$ cat src/rtl/ysyx_24110006_axi_arbiter_pkg.sv
// ============================================================================
//  Module   : ysyx_24110006_axi_arbiter_pkg
//  Brief    : Shared types and constants for the IFU/LSU AXI4-Lite arbiter.
//  Revision : 1.0 - initial release
// ============================================================================
`timescale 1ns/1ps
`default_nettype none

package ysyx_24110006_axi_arbiter_pkg;

    typedef enum logic [1:0] {
        ST_IDLE   = 2'd0,
        ST_IFU_RD = 2'd1,
        ST_LSU_RD = 2'd2,
        ST_LSU_WR = 2'd3
    } arb_state_t;

    localparam logic [1:0] C_RESP_OKAY   = 2'b00;
    localparam logic [1:0] C_RESP_SLVERR = 2'b10;

    // Encoding of the round-robin history bit: which master was served last.
    localparam logic C_LAST_IFU = 1'b0;
    localparam logic C_LAST_LSU = 1'b1;

endpackage

`default_nettype wire

$ cat src/rtl/ysyx_24110006_axi_arbiter.sv
// ============================================================================
//  Module   : ysyx_24110006_axi_arbiter
//  Brief    : Two-master (IFU read, LSU read/write) to one-slave AXI4-Lite
//             arbiter, one whole transaction granted at a time. Optional
//             round-robin IFU/LSU arbitration via macro YSYX_ARB_RR_EN.
//  Revision : 1.0 - initial release
// ============================================================================
`timescale 1ns/1ps
`default_nettype none

module ysyx_24110006_axi_arbiter #(
    parameter int ADDR_W = 32,
    parameter int DATA_W = 32,
    parameter int STRB_W = 8
) (
    input  logic              clock,
    input  logic              reset_n,
    // IFU read address / data
    input  logic [ADDR_W-1:0] i_ifu_araddr,
    input  logic              i_ifu_arvalid,
    output logic              o_ifu_arready,
    output logic [DATA_W-1:0] o_ifu_rdata,
    output logic [1:0]        o_ifu_rresp,
    output logic              o_ifu_rvalid,
    input  logic              i_ifu_rready,
    // LSU read address / data
    input  logic [ADDR_W-1:0] i_lsu_araddr,
    input  logic              i_lsu_arvalid,
    output logic              o_lsu_arready,
    output logic [DATA_W-1:0] o_lsu_rdata,
    output logic [1:0]        o_lsu_rresp,
    output logic              o_lsu_rvalid,
    input  logic              i_lsu_rready,
    // LSU write address / data / response
    input  logic [ADDR_W-1:0] i_lsu_awaddr,
    input  logic              i_lsu_awvalid,
    output logic              o_lsu_awready,
    input  logic [DATA_W-1:0] i_lsu_wdata,
    input  logic [STRB_W-1:0] i_lsu_wstrb,
    input  logic              i_lsu_wvalid,
    output logic              o_lsu_wready,
    output logic [1:0]        o_lsu_bresp,
    output logic              o_lsu_bvalid,
    input  logic              i_lsu_bready,
    // Downstream master port toward the crossbar
    output logic [ADDR_W-1:0] o_axi_araddr,
    output logic              o_axi_arvalid,
    input  logic              i_axi_arready,
    input  logic [DATA_W-1:0] i_axi_rdata,
    input  logic [1:0]        i_axi_rresp,
    input  logic              i_axi_rvalid,
    output logic              o_axi_rready,
    output logic [ADDR_W-1:0] o_axi_awaddr,
    output logic              o_axi_awvalid,
    input  logic              i_axi_awready,
    output logic [DATA_W-1:0] o_axi_wdata,
    output logic [STRB_W-1:0] o_axi_wstrb,
    output logic              o_axi_wvalid,
    input  logic              i_axi_wready,
    input  logic [1:0]        i_axi_bresp,
    input  logic              i_axi_bvalid,
    output logic              o_axi_bready
);

    import ysyx_24110006_axi_arbiter_pkg::*;

    arb_state_t        r_state;
    logic [ADDR_W-1:0] r_araddr;
    logic [ADDR_W-1:0] r_awaddr;
    logic [DATA_W-1:0] r_wdata;
    logic [STRB_W-1:0] r_wstrb;
    logic              r_ar_pend;
    logic              r_aw_pend;
    logic              r_w_pend;

    logic              w_lsu_wr_req;
    logic              w_last_lsu;
    arb_state_t        w_grant;
    logic              w_ifu_sel;
    logic              w_lsu_rd_sel;
    logic              w_lsu_wr_sel;
    logic              w_r_done;
    logic              w_b_done;

    // On an IFU/LSU collision the master not served last wins; a constant
    // "IFU last" history collapses this into fixed LSU-first priority.
    function automatic arb_state_t f_pick(
        input logic ifu_rd,
        input logic lsu_rd,
        input logic lsu_wr,
        input logic last_lsu
    );
        arb_state_t lsu_st;
        lsu_st = lsu_wr ? ST_LSU_WR : ST_LSU_RD;
        if (ifu_rd && (lsu_rd || lsu_wr)) begin
            return (last_lsu == C_LAST_LSU) ? ST_IFU_RD : lsu_st;
        end else if (lsu_rd || lsu_wr) begin
            return lsu_st;
        end else if (ifu_rd) begin
            return ST_IFU_RD;
        end
        return ST_IDLE;
    endfunction

`ifdef YSYX_ARB_RR_EN
    logic r_last_grant;

    always_ff @(posedge clock or negedge reset_n) begin
        if (!reset_n) begin
            r_last_grant <= C_LAST_IFU;
        end else if ((r_state == ST_IDLE) && (w_grant != ST_IDLE)) begin
            r_last_grant <= (w_grant == ST_IFU_RD) ? C_LAST_IFU : C_LAST_LSU;
        end
    end

    assign w_last_lsu = r_last_grant;
`else
    assign w_last_lsu = C_LAST_IFU;
`endif

    assign w_lsu_wr_req = i_lsu_awvalid | i_lsu_wvalid;
    assign w_grant      = f_pick(i_ifu_arvalid, i_lsu_arvalid, w_lsu_wr_req, w_last_lsu);

    assign w_ifu_sel    = (r_state == ST_IFU_RD);
    assign w_lsu_rd_sel = (r_state == ST_LSU_RD);
    assign w_lsu_wr_sel = (r_state == ST_LSU_WR);
    assign w_r_done     = i_axi_rvalid & o_axi_rready;
    assign w_b_done     = i_axi_bvalid & o_axi_bready;

    always_ff @(posedge clock or negedge reset_n) begin
        if (!reset_n) begin
            r_state   <= ST_IDLE;
            r_araddr  <= '0;
            r_awaddr  <= '0;
            r_wdata   <= '0;
            r_wstrb   <= '0;
            r_ar_pend <= 1'b0;
            r_aw_pend <= 1'b0;
            r_w_pend  <= 1'b0;
        end else begin
            case (r_state)
                ST_IDLE: begin
                    r_state <= w_grant;
                    case (w_grant)
                        ST_IFU_RD: begin
                            r_araddr  <= i_ifu_araddr;
                            r_ar_pend <= 1'b1;
                        end
                        ST_LSU_RD: begin
                            r_araddr  <= i_lsu_araddr;
                            r_ar_pend <= 1'b1;
                        end
                        ST_LSU_WR: begin
                            r_awaddr  <= i_lsu_awaddr;
                            r_wdata   <= i_lsu_wdata;
                            r_wstrb   <= i_lsu_wstrb;
                            r_aw_pend <= 1'b1;
                            r_w_pend  <= 1'b1;
                        end
                        default: ;
                    endcase
                end
                ST_IFU_RD, ST_LSU_RD: begin
                    if (r_ar_pend && i_axi_arready) begin
                        r_ar_pend <= 1'b0;
                    end
                    // An early response (still ar_pend) also ends the transaction.
                    if (w_r_done) begin
                        r_ar_pend <= 1'b0;
                        r_state   <= ST_IDLE;
                    end
                end
                ST_LSU_WR: begin
                    if (r_aw_pend && i_axi_awready) begin
                        r_aw_pend <= 1'b0;
                    end
                    if (r_w_pend && i_axi_wready) begin
                        r_w_pend <= 1'b0;
                    end
                    if (w_b_done) begin
                        r_aw_pend <= 1'b0;
                        r_w_pend  <= 1'b0;
                        r_state   <= ST_IDLE;
                    end
                end
                default: r_state <= ST_IDLE;
            endcase
        end
    end

    // Downstream request side comes straight from the latch registers so the
    // crossbar sees a stable address for the whole transaction.
    assign o_axi_araddr  = r_araddr;
    assign o_axi_arvalid = r_ar_pend;
    assign o_axi_awaddr  = r_awaddr;
    assign o_axi_awvalid = r_aw_pend;
    assign o_axi_wdata   = r_wdata;
    assign o_axi_wstrb   = r_wstrb;
    assign o_axi_wvalid  = r_w_pend;

    assign o_axi_rready  = (w_ifu_sel & i_ifu_rready) | (w_lsu_rd_sel & i_lsu_rready);
    assign o_axi_bready  = w_lsu_wr_sel & i_lsu_bready;

    assign o_ifu_arready = w_ifu_sel & r_ar_pend & i_axi_arready;
    assign o_ifu_rvalid  = w_ifu_sel & i_axi_rvalid;
    assign o_ifu_rdata   = w_ifu_sel ? i_axi_rdata : '0;
    assign o_ifu_rresp   = w_ifu_sel ? i_axi_rresp : C_RESP_OKAY;

    assign o_lsu_arready = w_lsu_rd_sel & r_ar_pend & i_axi_arready;
    assign o_lsu_rvalid  = w_lsu_rd_sel & i_axi_rvalid;
    assign o_lsu_rdata   = w_lsu_rd_sel ? i_axi_rdata : '0;
    assign o_lsu_rresp   = w_lsu_rd_sel ? i_axi_rresp : C_RESP_OKAY;

    assign o_lsu_awready = w_lsu_wr_sel & r_aw_pend & i_axi_awready;
    assign o_lsu_wready  = w_lsu_wr_sel & r_w_pend & i_axi_wready;
    assign o_lsu_bvalid  = w_lsu_wr_sel & i_axi_bvalid;
    assign o_lsu_bresp   = w_lsu_wr_sel ? i_axi_bresp : C_RESP_OKAY;

endmodule

`default_nettype wire

$ cat config.mk
export PLATFORM = sky130hd
export DESIGN_NAME = ysyx_24110006_axi_arbiter
export DESIGN_NICKNAME = d
export VERILOG_FILES = /design/src/rtl/ysyx_24110006_axi_arbiter_pkg.sv /design/src/rtl/ysyx_24110006_axi_arbiter.sv
export SDC_FILE = /design/constraint.sdc
export NUM_CORES = 1
export LEC_CHECK = 0
export ABC_AREA = 1
export CAP_MARGIN = 20
export CORE_AREA = 2 2 143 145
export DETAILED_ROUTE_END_ITERATION = 7
export DIE_AREA = 0 0 145 147
export PLACE_DENSITY = 0.61
export SLEW_MARGIN = 20
export SYNTH_ARGS = -nofsm -noshare
export SYNTH_HDL_FRONTEND = slang
export SYNTH_SLANG_ARGS = --single-unit
$ cat constraint.sdc
create_clock -name clock -period 3.1 [get_ports clock]
set_clock_uncertainty 0.05 [all_clocks]
set_input_delay 0.62 -clock clock [delete_from_list [all_inputs] [get_ports clock]]
set_output_delay 0.62 -clock clock [all_outputs]
set_load 0.1 [all_outputs]
Word-level counts from Yosys, hierarchy flattened:

Index checks and enable logic that the tools add are counted.

* register bits after elaboration: 109
* word-level logic and storage cells: 84
* bits of input ports: 186
* bits in latches: 0
* RAM bits: 0
* memories: 0
* ROM bits: 0

* shifts and indexed selects: 0
* multiply operators: 0
* eq/ne operators: 13
* add/sub/neg operators: 0
* bitwise logic cells: 18
* reduce and logical (&&, ||, !) cells: 17
* muxes and demuxes: 28
* divide/modulo/power cells: 0
* magnitude comparators: 0

Operator list (number)
* two-way mux 32 bit: 2
* one-hot mux 32 bit (2 select lines): 1
* two-way mux 2 bit: 9
* AND 1 bit: 16
* two-way mux 1 bit: 12
* AND reduction 3 bit: 3
* equality test 2 bit, second input constant: 4
* inequality test 3 x 1 -> 1 bit, second input constant: 2
* one-hot mux 1 bit (2 select lines): 3
* one-hot mux 2 bit (3 select lines): 1
* AND reduction 2 bit: 3
* nonzero test 2 bit: 3
* equality test 2 x 1 -> 1 bit, second input constant: 2
* logical AND 1 bit: 4
* inequality test 2 x 1 -> 1 bit, second input constant: 2
* inequality test 2 bit, second input constant: 2
* OR reduction 2 bit: 2
* inequality test 3 bit, second input constant: 1
* logical NOT 2 bit: 1
* bitwise OR 1 bit: 2
* logical OR 1 bit: 1

Depth between registers and ports, before layout:

* word-level depth: 9
* gate-level depth with buffers: 11

Worst setup path after synthesis:

No wires, ideal clock.

* path type: register to output
* from: reg r_ar_pend, in the netlist o_axi_arvalid
* to: out o_ifu_arready
* stages on the path, launching flop included: 3
* slack: 0.032 ns
* buffers on the path: 0
* arrival: 2.398 ns
* required time: 2.430 ns
* path through: dfrtp_1 nand2_1 nor2_1

* cells in the longest elaborated chain, start to end: 2

Ends and longest elaborated chain
* from (decl): line ysyx_24110006_axi_arbiter.sv:72 `logic r_ar_pend;`
* from (signal assigned): line ysyx_24110006_axi_arbiter.sv:137 `r_ar_pend <= 1'b0;`
* from (signal assigned): line ysyx_24110006_axi_arbiter.sv:147 `r_ar_pend <= 1'b1;`
* from (signal assigned): line ysyx_24110006_axi_arbiter.sv:151 `r_ar_pend <= 1'b1;`
* AND 1 bit (2 in series): line ysyx_24110006_axi_arbiter.sv:204 `assign o_ifu_arready = w_ifu_sel & r_ar_pend & i_axi_arready;`
* to (decl): line ysyx_24110006_axi_arbiter.sv:21 `output logic o_ifu_arready,`

Every way passes these cells.

Worst setup path in the final report:

* from: reg r_state[0]
* to: out o_lsu_arready

* cells in the longest elaborated chain, start to end: 3

Ends and longest elaborated chain
* from (decl): line ysyx_24110006_axi_arbiter.sv:67 `arb_state_t r_state;`
* from (signal assigned): line ysyx_24110006_axi_arbiter.sv:143 `r_state <= w_grant;`
* equality test 2 bit: line ysyx_24110006_axi_arbiter.sv:125 `assign w_lsu_rd_sel = (r_state == ST_LSU_RD);`
* AND 1 bit (2 in series): line ysyx_24110006_axi_arbiter.sv:209 `assign o_lsu_arready = w_lsu_rd_sel & r_ar_pend & i_axi_arready;`
* to (decl): line ysyx_24110006_axi_arbiter.sv:29 `output logic o_lsu_arready,`

Every way passes these cells.

==> metrics.txt <==
# TYPE chip_impl_metric gauge
chip_impl_metric{name="yosys.area_share.xor_xnor",unit="%"} 0
chip_impl_info{name="timing.setup.critical_path_class",value="reg -> out"} 1
chip_impl_metric{name="post-cts-setup-buffers",unit=""} 0
chip_impl_metric{name="synth_largest_type_area_fraction",unit="%"} 52.7
chip_impl_metric{name="timing.slew.headroom",unit="%"} 71.8
chip_impl_info{name="synth_top_family_by_area",value="multiplexers"} 1
chip_impl_metric{name="routed_via_density",unit=""} 4.17
chip_impl_metric{name="antenna_violations_before_repair",unit=""} 0
chip_impl_metric{name="final_antenna_net_count",unit=""} 0
chip_impl_info{name="worst_hold_path_class",value="in -> async"} 1
chip_impl_metric{name="io_buffer_count",unit=""} 371
chip_impl_metric{name="cts_buffers",unit=""} 9
chip_impl_metric{name="synthesized_area_fraction_occupied_by_ao_oa_aoi_and_oai_cells",unit="%"} 7.10
chip_impl_metric{name="globalRouteMet3Util",unit="%"} 3.98
chip_impl_metric{name="groute.layer.met1.usage",unit="%"} 22.0
chip_impl_info{name="ys_dominant_reg_cell",value="dfrtp_1"} 1
chip_impl_metric{name="clock_insertion_delay_worst_skew",unit="ps"} 340
chip_impl_info{name="setup.worst_path.end_class",value="primary output"} 1
chip_impl_metric{name="hold_buf_count_cts",unit=""} 0
chip_impl_metric{name="core-area",unit="um2"} 19800
chip_impl_metric{name="drt-pass1-iter-count",unit=""} 5
chip_impl_metric{name="worstMarginPinSlew",unit="ps"} 423
chip_impl_info{name="clock-root-buffer",value="clkbuf_16"} 1
chip_impl_metric{name="grt.overflow.total",unit=""} 0
chip_impl_info{name="synth_top_area_cell",value="dfrtp_1"} 1
chip_impl_metric{name="route.vias.total",unit=""} 4945
chip_impl_info{name="unrepaired_setup_endpoints_after_global_routing",value="false"} 1
chip_impl_metric{name="required_worst_endpoint",unit="ps"} 2430
chip_impl_metric{name="cts-htree-levels",unit=""} 3
chip_impl_metric{name="die_width",unit="um"} 145
chip_impl_metric{name="number_of_instances_resized_during_post_cts_repair",unit=""} 0
chip_impl_metric{name="clk_pin_slew",unit="ps"} 80
chip_impl_metric{name="timing_hold_violations_final",unit=""} 0
chip_impl_metric{name="synth_fp_nets",unit=""} 738
chip_impl_metric{name="num_antenna_cells",unit=""} 0
chip_impl_metric{name="max-clock-path-buffers",unit=""} 2
chip_impl_metric{name="synthCells",unit=""} 545
chip_impl_metric{name="io_count",unit=""} 372
chip_impl_metric{name="detailed_place_hpwl",unit="mm"} 15.0
chip_impl_metric{name="synth_cell_types",unit=""} 19
chip_impl_metric{name="asyncSetResetFlopFracSynth",unit="%"} 100
chip_impl_info{name="yosys.cell_count.top_type",value="nand2_1"} 1
chip_impl_metric{name="seq_area",unit="um2"} 2730
chip_impl_metric{name="seq_area_frac_synth",unit="%"} 52.7
chip_impl_metric{name="drtIter0Drc",unit=""} 229
chip_impl_metric{name="gp_congestion",unit=""} 0.775
chip_impl_metric{name="synth-simple-area-share",unit="%"} 12.6
chip_impl_metric{name="setup-tns-final",unit="ps"} 0
chip_impl_metric{name="period_share",unit="%"} 82.6
chip_impl_info{name="tritoncts",value="built"} 1
chip_impl_metric{name="synth_fa_ha_area_share",unit="%"} 1.69
chip_impl_info{name="run_status",value="complete, no violations"} 1
chip_impl_metric{name="netlist_area",unit="um2"} 5180
chip_impl_metric{name="footprint_of_the_multi_input_gates",unit="um2"} 1940
chip_impl_metric{name="remaining_drc_errors",unit=""} 0
chip_impl_metric{name="synth_edf_count",unit=""} 0
chip_impl_metric{name="grt_first_pass_wirelength",unit="mm"} 29.2
chip_impl_metric{name="synthesis.area_per_instance",unit="um2"} 9.50
chip_impl_info{name="globalRoute.busiestLayer",value="met2"} 1
chip_impl_metric{name="first_global_vias",unit=""} 5005
chip_impl_metric{name="synthMuxAreaShare",unit="%"} 16.1
chip_impl_metric{name="total_routing_usage_reported_by_global_routing",unit="%"} 17.5
chip_impl_metric{name="layout_filler_cell_count",unit=""} 1848
chip_impl_metric{name="final-max-slew-violation-count",unit=""} 0
chip_impl_metric{name="design.die.area",unit="um2"} 21300
chip_impl_metric{name="worst-path-max-fanout",unit=""} 37
chip_impl_metric{name="worst-endpoint-arrival",unit="ps"} 1890
chip_impl_metric{name="initial_core_util",unit="%"} 26.1
chip_impl_metric{name="setup_violations",unit=""} 0
chip_impl_metric{name="met2_track_usage_gr",unit="%"} 30.2
chip_impl_metric{name="area_delta_synth_final",unit="%"} 91.7
chip_impl_metric{name="cts_sinks",unit=""} 109
chip_impl_metric{name="fmax",unit="MHz"} 391
chip_impl_metric{name="detail_route.wirelength",unit="mm"} 19.0
chip_impl_metric{name="dieHeight",unit="um"} 147
chip_impl_info{name="netlist_top_cells_count",value="130 x nand2_1, 109 x dfrtp_1, 85 x inv_1"} 1
chip_impl_info{name="synth.area.top_cells",value="dfrtp_1 53%, mux2_2 14%, nand2_1 9.4%"} 1
chip_impl_metric{name="grt_max_degree",unit=""} 61
chip_impl_metric{name="yosys_warnings",unit=""} 0
chip_impl_metric{name="cap_violations",unit=""} 0
chip_impl_metric{name="design.final.nets",unit=""} 1103
chip_impl_metric{name="row_count",unit=""} 52
chip_impl_metric{name="drive_gt1_share",unit="%"} 31.5
chip_impl_metric{name="final_period_minus_worst_setup_slack",unit="ps"} 2560
chip_impl_metric{name="routed_wire_length_per_instance",unit="um"} 16.0
chip_impl_metric{name="synth-seq-cells",unit=""} 109
chip_impl_info{name="worst_setup_path_start_kind",value="register"} 1
-- final cells by class --
cell class | instances | area share, %
Sequential cell | 109 | 27.5
Tap cell | 270 | 3.40
Multi-Input combinational cell | 322 | 19.6
Clock inverter | 6 | 0.781
Timing Repair Buffer | 382 | 43.2
Inverter | 86 | 3.25
Clock buffer | 10 | 2.31
-- kinds of logic after synthesis --
kind of cell	count (synthesis)
AOI/OAI and AO/OA	72
adders and majority gates	7
and+or+nand+nor	171
buffers and inverters	114
muxes	72
DFF	109
-- final timing paths --
kind	startpoint	end	slack, ps	cells past startpoint
min	reset_n	o_axi_awaddr[22]	120	1
max	r_state[0]	o_lsu_arready	540	6
min reg2reg	o_axi_wdata[12]	o_axi_wdata[12]	460	1
max reg2reg	r_state[0]	r_state[1]	1220	10
max in group asynchronous	reset_n	o_axi_araddr[16]	2190	2
min in group clock	o_axi_wdata[12]	o_axi_wdata[12]	460	1
-- per-stage QoR --
| step | cell area [um2] | setup WS, ps | std cells | utilization (%) | hold WS [ps] |
|---|---|---|---|---|---|
| after floorplan | 5180 | 32.1 | 545 | - | 274 |
| after global placement | 9620 | 382 | 1169 | 48.5 | 439 |
| after detailed placement | 9620 | 308 | 1169 | 48.5 | 444 |
| after CTS | 9930 | 519 | 1185 | 50.0 | 129 |
| after global routing | 9930 | 372 | 1185 | 50.0 | 143 |
| final | 9930 | 540 | 1185 | 50.0 | 124 |
-- worst max-delay path, cell delays in order (launching register included) --
cell and delay (ps):
dfrtp_1 410, inv_1 110, ha_1 150, buf_4 360, inv_1 80, nor2_1 200
buf_12 210
-- sequential cells by signal, indices dropped and copies added, names as in the netlist --
signal / flops
r_state: 2
o_axi_wvalid: 1
o_axi_awvalid: 1
o_axi_wdata: 32
o_axi_awaddr: 32
o_axi_araddr: 32
o_axi_wstrb: 8
o_axi_arvalid: 1
-- layer usage --
| metal | vias up | share of wire, % |
|---|---|---|
| met2 | 162 | 51 |
| met5 | - | 0 |
| met1 | 2334 | 42 |
| met3 | 26 | 5.4 |
| li1 | 2423 | - |
| met4 | 0 | 2.1 |
-- cell usage in the layout, fill, tap and decap left out, types with 6 or more instances in the layout --
| cell type | Yosys | routed |
|---|---|---|
| mux2_4 | 6 | 6 |
| nor2_1 | 37 | 37 |
| buf_12 | 0 | 77 |
| dfrtp_1 | 109 | 109 |
| ha_1 | 7 | 7 |
| clkdlybuf4s50_1 | 0 | 184 |
| mux2_2 | 66 | 66 |
| clkbuf_16 | 0 | 9 |
| nand2_1 | 130 | 130 |
| inv_1 | 85 | 85 |
| buf_4 | 0 | 121 |
| a21oi_1 | 67 | 67 |
Power is not shown: default switching activity piles up to over one toggle a cycle in this logic, so the estimate is an artifact.
